<file path="config.mk">
export PLATFORM = sky130hd
export DESIGN_NAME = alu_pipe_machine
export DESIGN_NICKNAME = d
export VERILOG_FILES = /design/src/rtl/alu_pipe_machine.sv
export SDC_FILE = /design/constraint.sdc
export NUM_CORES = 1
export LEC_CHECK = 0
export CORE_MARGIN = 4
export CORE_UTILIZATION = 60
export DETAILED_ROUTE_END_ITERATION = 8
export GPL_TIMING_DRIVEN = 0
export PLACE_DENSITY = 0.76
export SETUP_SLACK_MARGIN = 0.2
export SLEW_MARGIN = 20
export SYNTH_ARGS = -nofsm -noshare
export SYNTH_HDL_FRONTEND = slang
export SYNTH_SLANG_ARGS = --single-unit
</file>
<file path="constraint.sdc">
create_clock -name clk -period 3.3 [get_ports clk]
set_input_delay 0.33 -clock clk [delete_from_list [all_inputs] [get_ports clk]]
set_output_delay 0.33 -clock clk [all_outputs]
set_load 0.1 [all_outputs]
</file>
<file path="src/rtl/alu_pipe_machine.sv">
// Two-stage (read / execute) register-file ALU machine with valid/ready input handshake.
// Define ALU_PIPE_FORWARD_EN to resolve read-after-write hazards by forwarding instead of interlock.
module alu_pipe_machine #(
   parameter  int WIDTH = 8,
   parameter  int NREGS = 8,
   localparam int AW    = $clog2(NREGS)
) (
   input  logic             clk,
   input  logic             rst_n,
   input  logic             in_valid,
   output logic             in_ready,
   input  logic [2:0]       alu_op,
   input  logic             wen,
   input  logic [WIDTH-1:0] wd,
   input  logic             rw,
   input  logic [AW-1:0]    ri_a,
   input  logic [AW-1:0]    ri_b,
   input  logic [AW-1:0]    ri_d,
   output logic             out_valid,
   output logic [WIDTH-1:0] out,
   output logic [3:0]       flags
);

   typedef enum logic [2:0] {
      OP_ADD = 3'd0,
      OP_SUB = 3'd1,
      OP_AND = 3'd2,
      OP_OR  = 3'd3,
      OP_XOR = 3'd4,
      OP_NOT = 3'd5,
      OP_SHL = 3'd6,
      OP_SHR = 3'd7
   } op_e;

   logic [WIDTH-1:0] regs_q [NREGS];

   logic             ex_valid_q;
   op_e              ex_op_q;
   logic             ex_wen_q;
   logic [WIDTH-1:0] ex_wd_q;
   logic             ex_rw_q;
   logic [AW-1:0]    ex_rd_q;
   logic [WIDTH-1:0] ex_a_q;
   logic [WIDTH-1:0] ex_b_q;

   logic             out_valid_q;
   logic [WIDTH-1:0] out_q;
   logic [3:0]       flags_q;

   logic [WIDTH-1:0] res_d;
   logic [3:0]       flags_d;
   logic [WIDTH:0]   sum;
   logic [WIDTH:0]   dif;
   logic             c_flag;
   logic             v_flag;

   logic             hit_a;
   logic             hit_b;
   logic [WIDTH-1:0] rd_a;
   logic [WIDTH-1:0] rd_b;
   logic             accept;

   // Execute stage: result and flags from the EX registers.
   always_comb begin
      // NOTE: every variable written here gets a default first, so no latch is inferred.
      res_d  = '0;
      c_flag = 1'b0;
      v_flag = 1'b0;
      sum    = {1'b0, ex_a_q} + {1'b0, ex_b_q};
      dif    = {1'b0, ex_a_q} - {1'b0, ex_b_q};
      if (ex_wen_q) begin
         res_d = ex_wd_q;
      end else begin
         case (ex_op_q)
            OP_ADD: begin
               res_d  = sum[WIDTH-1:0];
               c_flag = sum[WIDTH];
               v_flag = (ex_a_q[WIDTH-1] == ex_b_q[WIDTH-1]) && (sum[WIDTH-1] != ex_a_q[WIDTH-1]);
            end
            OP_SUB: begin
               res_d  = dif[WIDTH-1:0];
               c_flag = ~dif[WIDTH];
               v_flag = (ex_a_q[WIDTH-1] != ex_b_q[WIDTH-1]) && (dif[WIDTH-1] != ex_a_q[WIDTH-1]);
            end
            OP_AND: res_d = ex_a_q & ex_b_q;
            OP_OR:  res_d = ex_a_q | ex_b_q;
            OP_XOR: res_d = ex_a_q ^ ex_b_q;
            OP_NOT: res_d = ~ex_a_q;
            OP_SHL: begin
               res_d  = {ex_a_q[WIDTH-2:0], 1'b0};
               c_flag = ex_a_q[WIDTH-1];
            end
            OP_SHR: begin
               res_d  = {1'b0, ex_a_q[WIDTH-1:1]};
               c_flag = ex_a_q[0];
            end
         endcase
      end
      flags_d = {v_flag, c_flag, res_d[WIDTH-1], (res_d == '0)};
   end

   // A pending write-back in EX that targets either source register.
   assign hit_a = ex_valid_q && ex_rw_q && (ex_rd_q == ri_a);
   assign hit_b = ex_valid_q && ex_rw_q && (ex_rd_q == ri_b);

`ifdef ALU_PIPE_FORWARD_EN
   assign rd_a     = hit_a ? res_d : regs_q[ri_a];
   assign rd_b     = hit_b ? res_d : regs_q[ri_b];
   assign in_ready = rst_n;
`else
   assign rd_a     = regs_q[ri_a];
   assign rd_b     = regs_q[ri_b];
   assign in_ready = rst_n && !(hit_a || hit_b);
`endif

   assign accept = in_valid && in_ready;

   always_ff @(posedge clk) begin
      if (!rst_n) begin
         // NOTE: the register file is part of the reset state, so every entry is cleared here.
         for (int i = 0; i < NREGS; i++) regs_q[i] <= '0;
         ex_valid_q  <= 1'b0;
         ex_op_q     <= OP_ADD;
         ex_wen_q    <= 1'b0;
         ex_wd_q     <= '0;
         ex_rw_q     <= 1'b0;
         ex_rd_q     <= '0;
         ex_a_q      <= '0;
         ex_b_q      <= '0;
         out_valid_q <= 1'b0;
         out_q       <= '0;
         flags_q     <= '0;
      end else begin
         ex_valid_q  <= accept;
         out_valid_q <= ex_valid_q;
         if (accept) begin
            ex_op_q  <= op_e'(alu_op);
            ex_wen_q <= wen;
            ex_wd_q  <= wd;
            ex_rw_q  <= rw;
            ex_rd_q  <= ri_d;
            ex_a_q   <= rd_a;
            ex_b_q   <= rd_b;
         end
         if (ex_valid_q) begin
            out_q   <= res_d;
            flags_q <= flags_d;
            if (ex_rw_q) regs_q[ex_rd_q] <= res_d;
         end
      end
   end

   assign out_valid = out_valid_q;
   assign out       = out_q;
   assign flags     = flags_q;

endmodule
</file>
==> run_results.csv <==
group,metric,value,unit
run_status,run_status,"finished, final reports clean",
clock_tree,postCtsHoldBufs,0,
synthesis,yosysTopAreaCellShare,0.291,
drt,vias_per_cell,6.34,
synthesis,synthCells,652,
setup_path,critPathKind,"register to register",
power_and_ir_drop,p_leak,2.90,nW
synthesis,yosysMostFrequentCell,"nor2_1",
cells_and_area,syn_to_final_growth,11.3,%
placed_design,dp_hpwl,12900,um
power_and_ir_drop,max-vdd-ir-drop,404,uV
die,dieArea,12800,sq um
clock_tree,clockBufferDepth,2,
cells_and_area,regArea,2830,sq um
drt,vias,5316,
cells_and_area,drive_above_1_share,0.123,
sta,drv_slew,0,
clock_tree,postCtsSetupBuffers,0,
synthesis,syn_nets,703,
setup_path,critPathLaunchType,"register",
die,die_h,113,um
sta,slew_headroom,0.343,
sta,min_period_over_period,0.895,
placed_design,dp_slack,0.214,ns
global_route,grt-ovfl-total,0,
placed_design,dpl-instance-area,7100,sq um
die,die_w,113,um
cells_and_area,fin_area,7360,sq um
min_path,min-delay-start,"ex_wd_q[2]$_SDFFE_PN0P_",
drt,routedWlPerCell,21.2,um
synthesis,yosys-top-cells-count,"nor2_1 (86), nand2_1 (80), edfxtp_1 (64)",
setup_path,cp-startpoint,"ex_a_q[0]$_SDFFE_PN0P_",
die,start_util,0.613,
clock_tree,cts_tree,"built",
setup_path,cp.required,3.58,ns
cells_and_area,nets,745,
global_route,gr-usage-all-layers,0.287,
synthesis,synth_area_per_cell,10.1,sq um
synthesis,seq_area_frac_synth,0.427,
drt,drtIter0Drc,658,
synthesis,yosys_warnings,0,
clock_tree,clock-sinks,109,
min_path,min_path_type,"register to register",
clock_tree,path_clk_slew,0.10,ns
die,row_count,38,
sta,fin_skew,0.0194,ns
sta,worst_slew_pin_slew,0.983,ns
sta,max_freq,339,MHz
global_route,grt_pass1_wl,28200,um
die,core_area,10800,sq um
synthesis,synth.distinct_cells,68,
sta,post-route-min-period,2.95,ns
power_and_ir_drop,p_per_area,459,nW/um^2
drt,drc,0,
global_route,grt_pass1_vias,5198,
global_route,grt_max_degree,20,
cells_and_area,antenna-diode-count,0,
setup_path,reg2reg_slack,0.35,ns
drt,ant_nets,0,
setup_path,cp-end-kind,"register",
synthesis,synth.largest_area_cell,"edfxtp_1",
setup_path,cp.arrival,3.23,ns
placed_design,place_congestion,0.922,
cells_and_area,multi_input_area,3460,sq um
drt,firstDrtPassIters,6,
synthesis,synthArstFlopShare,0,
synthesis,synth_area,6610,sq um
synthesis,ys.flop_type,"edfxtp_1",
flow_run,drv_cap,0,
clock_tree,root_buffer,"clkbuf_8",
clock_tree,clock_latency,0.39,ns
global_route,antenna_found_initial,0,
synthesis,ys_seq_elements,109,
clock_tree,cts_buffers,9,
die,ios,39,
power_and_ir_drop,power.total,0.00338,W
cells_and_area,nFillCells,830,
drt,drt-total-wl,17800,um
synthesis,synth-edff-count,64,
setup_path,worstReg2RegStart,"ex_a_q[0]$_SDFFE_PN0P_",
sta,final.setup.tns,0,ns
sta,setup_violations,0,
sta,layout_setup_ws,0.347,ns
setup_path,crit_fanout,10,
sta,hold_viol,0,
cells_and_area,postLayoutCoreUtil,0.682,
clock_tree,post_cts_resized,2,
sta,rsz0062_at_grt,"no",
synthesis,yosys-top-cells-area,"edfxtp_1 (29%), dfxtp_1 (14%), mux4_2 (11%), nor2_1 (4.9%), ha_1 (4.5%)",
placed_design,io_buffers,31,
clock_tree,htree_levels,3,
[sequential cells by signal, summed over array words and instances, names as in the netlist, 3 cells and up]
| register | cells |
|---|---|
| ex_a_q | 8 |
| ex_b_q | 8 |
| ex_op_q | 3 |
| ex_rd_q | 3 |
| ex_wd_q | 8 |
| flags | 4 |
| out | 7 |
| regs_q | 64 |
[power by group]
| part | internal, W | switching (W) |
|---|---|---|
| sequential | 0.00150 | 0.0000602 |
| combinational | 0.000326 | 0.000579 |
| clock | 0.000438 | 0.000473 |
| total | 0.00227 | 0.00111 |
[layout by cell type (no fill, tap or decap), drive strengths merged, types with 3 or more instances in the layout]
cell,n
nand2,81
nand2b,5
nor2,86
o21a,4
nor2b,6
o211ai,4
mux4,32
a31oi,3
a211o,3
o211a,16
a21oi,23
xnor2,6
and3b,3
nand3,7
a211oi,7
o21ai,34
inv,37
xor2,4
mux2i,30
nor3b,5
clkbuf,35
a21o,4
and2,13
or3,6
edfxtp,64
dfxtp,45
buf,23
ha,24
nor3,14
clkdlybuf4s50,30
[through the flow]
| stage | std cells | hold WS, ns |
|---|---|---|
| floorplan | 652 | 0.432 |
| detailed placement | 823 | 0.468 |
| global route | 839 | 0.509 |
| global placement | 823 | 0.454 |
| CTS | 839 | 0.481 |
| finish | 839 | 0.482 |
[cell type report]
type	count	share of cell area
inverter	34	0.0173
buffer	49	0.0315
sequential	109	0.384
clock buffer	9	0.0168
tap	140	0.0238
timing repair buffer	31	0.0420
clock inverter	7	0.0139
multi-input combinational	460	0.471
[layer usage]
layer	track usage	vias to the layer above	wire [um]
met5	0	-	0
met4	0.0994	0	403
met3	0.0679	30	1750
met2	0.418	284	8040
met1	0.424	2584	7580
li1	-	2418	-
[logic make-up after synthesis]
kind of cell    share of synthesized area
simple gates                        0.163
compound gates                      0.136
flops                               0.427
buf+inv                            0.0537
mux                                 0.156
fa+ha+maj                          0.0515
xor+xnor                           0.0132
[critical path, cell delays in order, from the launching register on]
cell,delay [ns]
dfxtp_2,0.39
inv_1,0.08
ha_1,0.27
fa_1,0.44
mux2_1,0.30
a211oi_1,0.35
a31oi_1,0.08
a211o_1,0.32
clkbuf_2,0.24
nand3_1,0.14
nor4bb_1,0.05
a31o_1,0.20
[path summary, 6_finish.rpt]
kind | end | cells after the start
max | flags[0]$_SDFFE_PN0P_ | 11
min | ex_wd_q[2]$_SDFFE_PN0P_ | 2
max reg2reg | flags[0]$_SDFFE_PN0P_ | 11
min reg2reg | ex_wd_q[2]$_SDFFE_PN0P_ | 2
(Power assumes the default switching activity.)
